**config.mk**
```make
export PLATFORM = sky130hd
export DESIGN_NAME = id_ex_pipe_reg
export DESIGN_NICKNAME = d
export VERILOG_FILES = /design/src/rtl/id_ex_pipe_reg.sv
export SDC_FILE = /design/constraint.sdc
export NUM_CORES = 1
export LEC_CHECK = 0
export ABC_AREA = 1
export CAP_MARGIN = 25
export CORE_MARGIN = 2
export CORE_UTILIZATION = 40
export CTS_CLUSTER_DIAMETER = 50
export DETAILED_ROUTE_END_ITERATION = 12
export PLACE_DENSITY = 0.78
export SLEW_MARGIN = 10
export SYNTH_ARGS = -nofsm -noshare
export SYNTH_HDL_FRONTEND = slang
export SYNTH_SLANG_ARGS = --single-unit
```
**constraint.sdc**
```tcl
create_clock -name clk_i -period 1.48 [get_ports clk_i]
set_input_delay 0.444 -clock clk_i [delete_from_list [all_inputs] [get_ports clk_i]]
set_output_delay 0.444 -clock clk_i [all_outputs]
set_load 0.01 [all_outputs]
```
**src/rtl/id_ex_pipe_reg.sv**
```systemverilog
// ID/EX pipeline register: captures the muxed control bundle and ID operands for EX,
// with freeze, branch-flush bubble insertion and a saturating bubble counter.
module id_ex_pipe_reg #(
    parameter int DATA_W = 32,
    parameter int REG_AW = 5,
    parameter int CNT_W  = 16
) (
    input  logic              clk_i,
    input  logic              rst_i,
    input  logic              hold_i,
    input  logic              flush_i,
    input  logic              valid_i,
    input  logic              ALUSrc_i,
    input  logic              MemToReg_i,
    input  logic              RegWrite_i,
    input  logic              MemWrite_i,
    input  logic              MemRead_i,
    input  logic              Branch_i,
    input  logic [1:0]        ALUOp_i,
    input  logic [DATA_W-1:0] RS1data_i,
    input  logic [DATA_W-1:0] RS2data_i,
    input  logic [DATA_W-1:0] imm_i,
    input  logic [DATA_W-1:0] pc_i,
    input  logic [9:0]        funct_i,
    input  logic [REG_AW-1:0] RS1addr_i,
    input  logic [REG_AW-1:0] RS2addr_i,
    input  logic [REG_AW-1:0] RDaddr_i,
    output logic              ALUSrc_o,
    output logic              MemToReg_o,
    output logic              RegWrite_o,
    output logic              MemWrite_o,
    output logic              MemRead_o,
    output logic              Branch_o,
    output logic [1:0]        ALUOp_o,
    output logic [DATA_W-1:0] RS1data_o,
    output logic [DATA_W-1:0] RS2data_o,
    output logic [DATA_W-1:0] imm_o,
    output logic [DATA_W-1:0] pc_o,
    output logic [9:0]        funct_o,
    output logic [REG_AW-1:0] RS1addr_o,
    output logic [REG_AW-1:0] RS2addr_o,
    output logic [REG_AW-1:0] RDaddr_o,
    output logic              valid_o,
    output logic [CNT_W-1:0]  bubble_cnt_o
);

    // Control bundle packed as {ALUSrc, MemToReg, RegWrite, MemWrite, MemRead, Branch, ALUOp}
    logic [7:0] ctrlIn;
    logic [7:0] ctrlNext;
    logic [7:0] ctrlReg;
    logic       validNext;
    logic       loadEn;
    logic       bubbleEdge;

    assign ctrlIn = {ALUSrc_i, MemToReg_i, RegWrite_i, MemWrite_i,
                     MemRead_i, Branch_i, ALUOp_i};

    assign loadEn = ~hold_i;

    always_comb begin
        validNext = 1'b0;
        ctrlNext  = '0;
        if (!flush_i) begin
            validNext = valid_i;
            // An invalid slot must never carry side-effecting controls into EX
            ctrlNext  = valid_i ? ctrlIn : 8'h00;
        end
    end

    assign bubbleEdge = loadEn & ~validNext;

    always_ff @(posedge clk_i or negedge rst_i) begin
        if (!rst_i) begin
            ctrlReg <= '0;
            valid_o <= 1'b0;
        end else if (loadEn) begin
            ctrlReg <= ctrlNext;
            valid_o <= validNext;
        end
    end

    // Data and addresses are cleared on flush so a bubble's RDaddr is x0
    always_ff @(posedge clk_i or negedge rst_i) begin
        if (!rst_i) begin
            RS1data_o <= '0;
            RS2data_o <= '0;
            imm_o     <= '0;
            pc_o      <= '0;
            funct_o   <= '0;
        end else if (loadEn) begin
            if (flush_i) begin
                RS1data_o <= '0;
                RS2data_o <= '0;
                imm_o     <= '0;
                pc_o      <= '0;
                funct_o   <= '0;
            end else begin
                RS1data_o <= RS1data_i;
                RS2data_o <= RS2data_i;
                imm_o     <= imm_i;
                pc_o      <= pc_i;
                funct_o   <= funct_i;
            end
        end
    end

    always_ff @(posedge clk_i or negedge rst_i) begin
        if (!rst_i) begin
            RS1addr_o <= '0;
            RS2addr_o <= '0;
            RDaddr_o  <= '0;
        end else if (loadEn) begin
            if (flush_i) begin
                RS1addr_o <= '0;
                RS2addr_o <= '0;
                RDaddr_o  <= '0;
            end else begin
                RS1addr_o <= RS1addr_i;
                RS2addr_o <= RS2addr_i;
                RDaddr_o  <= RDaddr_i;
            end
        end
    end

    always_ff @(posedge clk_i or negedge rst_i) begin
        if (!rst_i) begin
            bubble_cnt_o <= '0;
        end else if (bubbleEdge && (bubble_cnt_o != {CNT_W{1'b1}})) begin
            bubble_cnt_o <= bubble_cnt_o + 1'b1;
        end
    end

    assign {ALUSrc_o, MemToReg_o, RegWrite_o, MemWrite_o,
            MemRead_o, Branch_o, ALUOp_o} = ctrlReg;

endmodule

```
==> impl_metrics.env <==
export IMPL_status="finished with violations"
export IMPL_failed_checks="setup timing"
export IMPL_fin_cells=1149
export IMPL_drtAntennaViolNets=0
export IMPL_crit_arrival_ps=1810
export IMPL_finalCritPeriodShare=1.02
export IMPL_finalPower_mw=12.3
export IMPL_core_area_um2=16500
export IMPL_fmax_ghz=0.665
export IMPL_cts_buffer_depth=2
export IMPL_rsz0062_at_grt="true"
export IMPL_cts_root_buf="clkbuf_16"
export IMPL_min_to="ctrlReg[2]"
export IMPL_grt_max_degree=107
export IMPL_ios=344
export IMPL_yosysWarningCount=0
export IMPL_numPortBuffers=343
export IMPL_hold_path_depth=1
export IMPL_cts_max_level=4
export IMPL_rr_worst_depth=9
export IMPL_clk_pin_slew_ps=70
export IMPL_r2r_slack_ps=-20
export IMPL_antenna_found_initial=0
export IMPL_worst_slew_pin_slew_ps=505
export IMPL_clock_latency_ps=420
export IMPL_diodes=0
export IMPL_syn_avg_cell_area_um2=13.0
export IMPL_cts_sinks=178
export IMPL_syn_inst=515
export IMPL_fin_crit_ps=1500
export IMPL_vdd_drop_max_mv=0.701
export IMPL_drt_wl_total_mm=21.6
export IMPL_synth_cell_area_um2=6720
export IMPL_grt_usage=0.238
export IMPL_grt_pass1_vias=6136
export IMPL_drt_vias_per_instance=5.12
export IMPL_cap_violations=0
export IMPL_die_x_um=134
export IMPL_drtIter0Drc=274
export IMPL_wl_per_cell_um=18.8
export IMPL_yosysSeqAreaShare=0.663
export IMPL_hp_start="ctrlReg[2]"
export IMPL_vias=5883
export IMPL_cts_tree="done"
export IMPL_first_pass_iters=6
export IMPL_path_class="reg2reg"
export IMPL_cts_made_buffers=17
export IMPL_yosys_cell_types_count=24
export IMPL_p_leak_nw=5.54
export IMPL_holdWs_ps=487
export IMPL_crit_fanout=14
export IMPL_slew_headroom=0.664
export IMPL_worst_r2r_startpoint="bubble_cnt_o[1]"
export IMPL_synth_nets=682
export IMPL_ys_seq_elements=178
export IMPL_fin_nets=1083
export IMPL_start_kind="flip-flop"
export IMPL_start_util=0.407
export IMPL_r2r_end="bubble_cnt_o[5]"
export IMPL_hold_violations=0
export IMPL_drive_gt1_frac=0.347
export IMPL_powerDensity_nw_per_um2=1140
export IMPL_area_delta_synth_final_pct=60.1
export IMPL_endpoint_kind="flip-flop"
export IMPL_crit_required_ps=1790
export IMPL_post_place_cells=1075
export IMPL_hold_class="reg2reg"
export IMPL_grt_ovfl_total=0
export IMPL_finalSetupViolations=6
export IMPL_gp_congestion=0.901
export IMPL_skew_ps=8.89
export IMPL_grt_pass1_wl_mm=33.0
export IMPL_setup_slack_ps=-22.6
export IMPL_drv_slew=0
export IMPL_die_h_um=134
export IMPL_rows=47
export IMPL_die_area_um2=17900
export IMPL_post_dp_hpwl_mm=15.2
export IMPL_drc=0
-- cells in the final DEF, fill, tap and decap left out, drive strengths merged --
master	n
a22o	153
clkdlybuf4s50	163
clkinv	5
a32o	8
nand2	78
clkdlybuf4s15	1
nand3	8
buf	255
clkinvlp	1
dfrtp	178
inv	23
clkbuf	18
ha	1
bufinv	1
o21ai	2
nand3b	1
xor2	4
dlygate4sd3	1
xnor2	4
nand4	3
nor2	21
-- stage by stage --
step	instance area (µm²)	setup TNS (ps)	utilization	setup slack, ps
2_1_floorplan	6720	0	-	42.0
3_3_place_gp	10600	-32260	0.643	-246
3_5_place_dp	10600	-34510	0.643	-297
4_1_cts	10700	0	0.649	0.0515
5_1_grt	10800	-1430	0.651	-114
6_report	10800	-41.9	0.651	-22.6
-- worst max path at each step --
| stage | start | to | slack (ps) | cells past startpoint |
|---|---|---|---|---|
| final | bubble_cnt_o[1] | bubble_cnt_o[5] | -20 | 9 |
| after global routing | bubble_cnt_o[1] | bubble_cnt_o[13] | -110 | 9 |
| after CTS | RS1addr_o[3] | RS1addr_o[3] | 0.05 | 1 |
| after detailed placement | flush_i | bubble_cnt_o[12] | -300 | 8 |
| after global placement | flush_i | bubble_cnt_o[12] | -250 | 8 |
| after floorplan | bubble_cnt_o[1] | bubble_cnt_o[6] | 40 | 9 |
-- state kept, by name (all words and copies together) (netlist names) --
register      flops
funct_o          10
bubble_cnt_o     16
RS2data_o        32
RS1addr_o         5
ctrlReg           8
RS1data_o        32
RDaddr_o          5
pc_o             32
valid_o           1
imm_o            32
RS2addr_o         5
-- per-layer routing --
| layer | vias up | share of wire | GRT usage |
|---|---|---|---|
| met3 | 52 | 0.070 | 0.0609 |
| li1 | 2673 | - | - |
| met4 | 0 | 0.036 | 0.103 |
| met1 | 2900 | 0.38 | 0.283 |
| met5 | - | 0 | 0 |
| met2 | 258 | 0.51 | 0.409 |
-- area by class of cell --
class | instances | area, µm²
fillers | 1272 | 5760
clock buffers | 18 | 439
multi-input cells | 283 | 2110
inverters | 16 | 62.6
flip-flops and latches | 178 | 4460
repair buffers | 420 | 3250
well taps | 220 | 275
clock inverters | 14 | 163
-- critical path, stage by stage, from the launching register on --
cell and delay, ps:
dfrtp_1 420, ha_4 180, inv_4 40, nor2_4 140
nand3_2 120, nor2_4 150, nor2_4 60, buf_12 140
nand2_1 70, nand2_1 50
-- report_power, final --
part           total, mW  switching (mW)  internal [mW]
Sequential          5.48           0.229           5.25
Combinational       2.28            1.04           1.24
Clock               4.51            2.05           2.46
Total               12.3            3.32           8.94
-- cells in the mapped netlist --
| library cell | number | area [µm²] |
|---|---|---|
| nand2_2 | 7 | 43.8 |
| a22o_1 | 153 | 1340 |
| xnor2_1 | 4 | 35.0 |
| xor2_1 | 4 | 35.0 |
| nor2_2 | 5 | 31.3 |
| dfrtp_1 | 178 | 4450 |
| clkbuf_1 | 12 | 45.0 |
| inv_1 | 14 | 52.6 |
| nand3b_1 | 1 | 7.51 |
| buf_12 | 1 | 20.0 |
| nor2_1 | 13 | 48.8 |
| nand2_1 | 69 | 259 |
| nand4_1 | 3 | 18.8 |
| inv_2 | 2 | 7.51 |
| buf_4 | 1 | 7.51 |
| buf_6 | 1 | 11.3 |
| buf_1 | 10 | 37.5 |
| nand2_4 | 2 | 22.5 |
| nor2_4 | 3 | 33.8 |
| a32o_1 | 8 | 80.1 |
| buf_2 | 13 | 65.1 |
| nand3_1 | 8 | 40.0 |
| o21ai_0 | 2 | 10.0 |
| ha_1 | 1 | 12.5 |
-- what timing repair did --
item	in CTS	in global routing
hold buffers	1	0
pin swaps	1	8
setup endpoints to repair	192	30
buffers inserted	35	21
endpoints found under the hold margin	24	0
gates cloned	0	0
gates resized for setup	701	36
-- logic make-up (layout without fill, tap and decap cells) --
logic type	count (synthesis)	count (layout)	share of synthesized area
AO/OA/AOI/OAI	163	163	0.213
flip-flops	178	178	0.663
AND/OR/NAND/NOR	111	111	0.0752
XOR/XNOR	8	8	0.0104
adder cells (fa/ha/maj)	1	1	0.00186
buffers and inverters	54	468	0.0367
No activity file was read; power rests on OpenSTA's default activity.
==> patch 1 (same settings) <==
`CNT_W`: 16 -> 32.
--- a/src/rtl/id_ex_pipe_reg.sv
+++ b/src/rtl/id_ex_pipe_reg.sv
@@ -4,5 +4,5 @@
     parameter int DATA_W = 32,
     parameter int REG_AW = 5,
-    parameter int CNT_W  = 16
+    parameter int CNT_W  = 32
 ) (
     input  logic              clk_i,
Interface: changed (resized bubble_cnt_o); port bits go from 344 to 360. No check against the original RTL was run, so the function may have changed too.
==> patch 1 against the unedited design <==
The run still ends with negative setup slack left; largest power group unchanged; clock power is 7.1% higher; wire length increased by 27%; total power up 7.7%; maximum frequency is 5.5% lower; setup slack lost 0.088 ns; synthesized area is 15% higher; cell area is 18% higher; sequential cell count up 16.
==> patch 1: results (changes against the unedited design) <==
violations: "negative setup slack"
p_leak_uw: 0.006424  # +16%
ir_drop_v: 0.0007093  # +1.1%
totalWireLength_um: 27350  # +27%
track_usage_pct: 25.95  # +2.2 points
cp_slowest_cell: "dfrtp_2"
synth_area_per_cell_um2: 11.32  # -13%
synth_area_leaders: "dfrtp_1 (63%), a22o_1 (17%), nand2_1 (7.0%)"
status: "finished with violations"
skew_ns: 0.01389  # +0.005004 ns
drive_gt1_share_pct: 36.90  # +2.2 points
antenna_found_initial: 1  # +1
place_area_mm2: 0.01228  # +16%
fin_ws_ns: -0.1108  # -0.08812 ns
tightestPinTransition_ns: 0.2932  # -0.2115 ns
setup_viol: 36  # +30
grt_pass1_vias: 7654  # +25%
startpoint: "bubble_cnt_o[4]"
ys_seq_area_share_pct: 62.77  # -3.5 points
layout.nets: 1333  # +23%
first_iter_violations: 388  # +42%
grt_pass1_wl_um: 40980  # +24%
fillers: 1411  # +11%
dr.pass1.iters: 7  # +1
grt_max_degree: 65  # -39%
viasPerCell: 5.148  # +0.54%
==> patch 1: cell count changes after synthesis, sizes merged, moves of 4 or more <==
cell and change:
clkbuf +14, dfrtp +16, nor2 +32, buf -11, nand4 +7, inv +12
nand2 +73, nand3 +12, nand3b +5, o21ai +4
==> patch 1: timing repair <==
action                                  CTS  global route
hold endpoints to repair                 23             0
gates resized for setup                 798            45
setup buffers                            66             4
hold buffers                              1             0
cloned                                    0             1
endpoints found under the setup margin  226            37
pin swaps                                 4            14
==> patch 1: worst paths after layout <==
kind,end,slack (ns),cells past startpoint
worst max-delay path,bubble_cnt_o[5],-0.11,10
worst min-delay path,RS2data_o[8],0.47,2
worst max register to register,bubble_cnt_o[5],-0.11,10
worst min register to register,ctrlReg[2],0.49,1
max in group asynchronous,imm_o[24],0.47,3
min in group clk_i,ctrlReg[2],0.49,1
==> patch 1: cell type report <==
cell class | instances | area share [%]
tap | 260 | 2.565
inverter | 28 | 0.8680
clock buffer | 17 | 3.354
sequential | 194 | 38.34
clock inverter | 15 | 1.450
multi-input combinational | 420 | 21.85
timing repair buffer | 505 | 31.55
antenna | 1 | 0.01973
==> patch 1: critical path: cells and delay by family (launching register included) <==
kind	cells	cell delay, ns
compound gates	1	0.08
buf+inv	2	0.29
flops	1	0.39
simple gates	7	0.73
==> patch 1: kinds of logic (layout without fill, tap and decap cells) <==
logic type               count (synthesis)  in the layout  share of synthesized area (%)
adder cells (fa/ha/maj)                  1              1                         0.1618
AO/OA/AOI/OAI                          169            169                          18.98
XOR/XNOR                                 8              8                         0.9060
flip-flops                             194            194                          62.77
buffers and inverters                   69            565                          3.818
other                                    0              1                              0
AND/OR/NAND/NOR                        242            242                          13.36
==> patch 1: stage by stage <==
step / TNS, ns / utilization, % / hold slack, ns
finish: -2.070 / 67.36 / 0.4737
floorplan: -0.1539 / - / 0.1484
detailed placement: -50.33 / 65.24 / 0.3579
global placement: -44.84 / 65.24 / 0.3595
CTS: -2.092 / 66.32 / 0.4702
global route: -5.150 / 67.35 / 0.4951
==> patch 1: power by group <==
group | leakage [uW] | internal [uW] | switching (uW) | total (uW)
registers | 0.00254 | 5680 | 228 | 5910
logic | 0.00358 | 1350 | 1120 | 2460
clock network | 0.000303 | 2580 | 2250 | 4830
==> patch 1: layer usage <==
layer  vias up  share of wire [%]  global-route usage, %
li1       3371                  -                      -
met1      3616                 38                  31.42
met2       352                 50                  43.41
met3        74                7.4                  7.042
met4         0                4.0                  11.57
met5         -                  0                      0
==> patch 2 (same flow settings) <==
Made on the original files. Put a register stage on the output `MemRead_o`, cleared by the reset. The value now appears one clock later. The other outputs are not delayed to match.
--- a/src/rtl/id_ex_pipe_reg.sv
+++ b/src/rtl/id_ex_pipe_reg.sv
@@ -44,4 +44,6 @@
     output logic [CNT_W-1:0]  bubble_cnt_o
 );
+
+    logic MemRead_d;
 
     // Control bundle packed as {ALUSrc, MemToReg, RegWrite, MemWrite, MemRead, Branch, ALUOp}
@@ -132,5 +134,13 @@
 
     assign {ALUSrc_o, MemToReg_o, RegWrite_o, MemWrite_o,
-            MemRead_o, Branch_o, ALUOp_o} = ctrlReg;
+            MemRead_d, Branch_o, ALUOp_o} = ctrlReg;
+
+    always_ff @(posedge clk_i or negedge rst_i) begin
+        if (!rst_i) begin
+            MemRead_o <= '0;
+        end else begin
+            MemRead_o <= MemRead_d;
+        end
+    end
 
 endmodule
Check against the original RTL: not equivalent (a bounded check fails within 4 cycles, from zero or initial values and one cycle with rst_i low).
==> patch 2 against the unedited design <==
The flow still finishes with violations (negative setup slack); wire length is 5.3% higher; synthesized area up 0.60%; total power up 3.5%; cell area is 2.4% higher; synthesized cell count rose by 0.58%; sequential cell count rose by 1; maximum frequency shrank 3.2%; setup slack got worse by 0.050 ns; largest cell class unchanged.
==> patch 2: results (changes against the unedited design) <==
status: "finished with violations"
violations: "negative setup slack"
worst-path-max-fanout: 3  # -11
dp_hpwl_um: 16060  # +5.5%
drive_gt1_share_pct: 37.12  # +2.5 points
final-clk-cell-share_pct: 5.702  # +0.11 points
sh_seq_area_pct: 40.69  # -0.72 points
stdcell_count: 1163  # +1.2%
fin_ws_ns: -0.07260  # -0.04996 ns
setup_viol: 8  # +2
synth_area_per_cell_um2: 13.05  # about the same
intPower_uw: 9320  # +4.2%
grt_max_degree: 74  # -31%
p_leak_uw: 0.005664  # +2.3%
track_usage_pct: 24.67  # +0.90 points
first_iter_violations: 332  # +21%
ys_seq_area_share_pct: 66.27  # about the same
synth-compound-area-share_pct: 21.16  # -0.13 points
synthTopCellsByCount: "dfrtp_1 (179), a22o_1 (153), nand2_1 (69), inv_1 (14)"
place_area_mm2: 0.01070  # +0.71%
placedCellCount: 1076  # +0.093%
synthAdderAreaFrac_pct: 0.1851  # -0.0011 points
buffer_area_share_pct: 30.94  # +0.71 points
seq_cell_count: 179  # +0.56%
synth_xor_area_share_pct: 1.037  # -0.0062 points
skew_ns: 0.008885  # -0.000004350 ns
patch 2: cell types whose count changed in the layout (fill, tap and decap cells not counted), sizes merged:
cell / before / now
buf: 255 / 269
clkinv: 5 / 2
clkinvlp: 1 / 4
bufinv: 1 / 3
inv: 23 / 21
clkdlybuf4s15: 1 / 0
dfrtp: 178 / 179
patch 2: worst max-delay path: stages (launching register included):
cell	delay, ns
dfrtp_1	0.43
buf_6	0.14
buf_6	0.11
patch 2: repair_timing:
item                                    CTS  global route
gates resized for setup                 703            55
hold endpoints to repair                 10             0
setup buffers                            40            16
pin swaps                                 1            16
hold buffers                              1             0
endpoints found under the setup margin  193            28
patch 2: path summary, 6_finish.rpt:
check                                 from                to  slack (ns)  cells after the start
max                        bubble_cnt_o[1]   bubble_cnt_o[1]       -0.07                      2
min                             ctrlReg[3]         MemRead_o        0.37                      0
max reg2reg                bubble_cnt_o[0]  bubble_cnt_o[10]       -0.01                      9
min reg2reg                     ctrlReg[3]         MemRead_o        0.37                      0
max in group asynchronous            rst_i     RS2data_o[20]        0.51                      3
min in group asynchronous            rst_i         imm_o[23]        0.44                      2
patch 2: metal layers:
metal	up-vias	share of wire, %	GRT usage, %
met1	2988	39	30.03
met2	265	50	41.28
met4	0	3.7	10.93
met5	-	0	0
met3	63	6.7	6.689
li1	2701	-	-
patch 2: stage by stage:
stage / utilization (%) / TNS (ns) / hold WS, ns / total power [uW]
floorplan: - / 0 / 0.1484 / 6386
global placement: 64.77 / -32.75 / 0.2882 / 8002
detailed placement: 64.77 / -38.87 / 0.2902 / 8073
CTS: 65.54 / -0.4627 / 0.3765 / 12590
global route: 66.66 / -1.162 / 0.3943 / 13170
finish: 66.66 / -0.1630 / 0.3750 / 12690
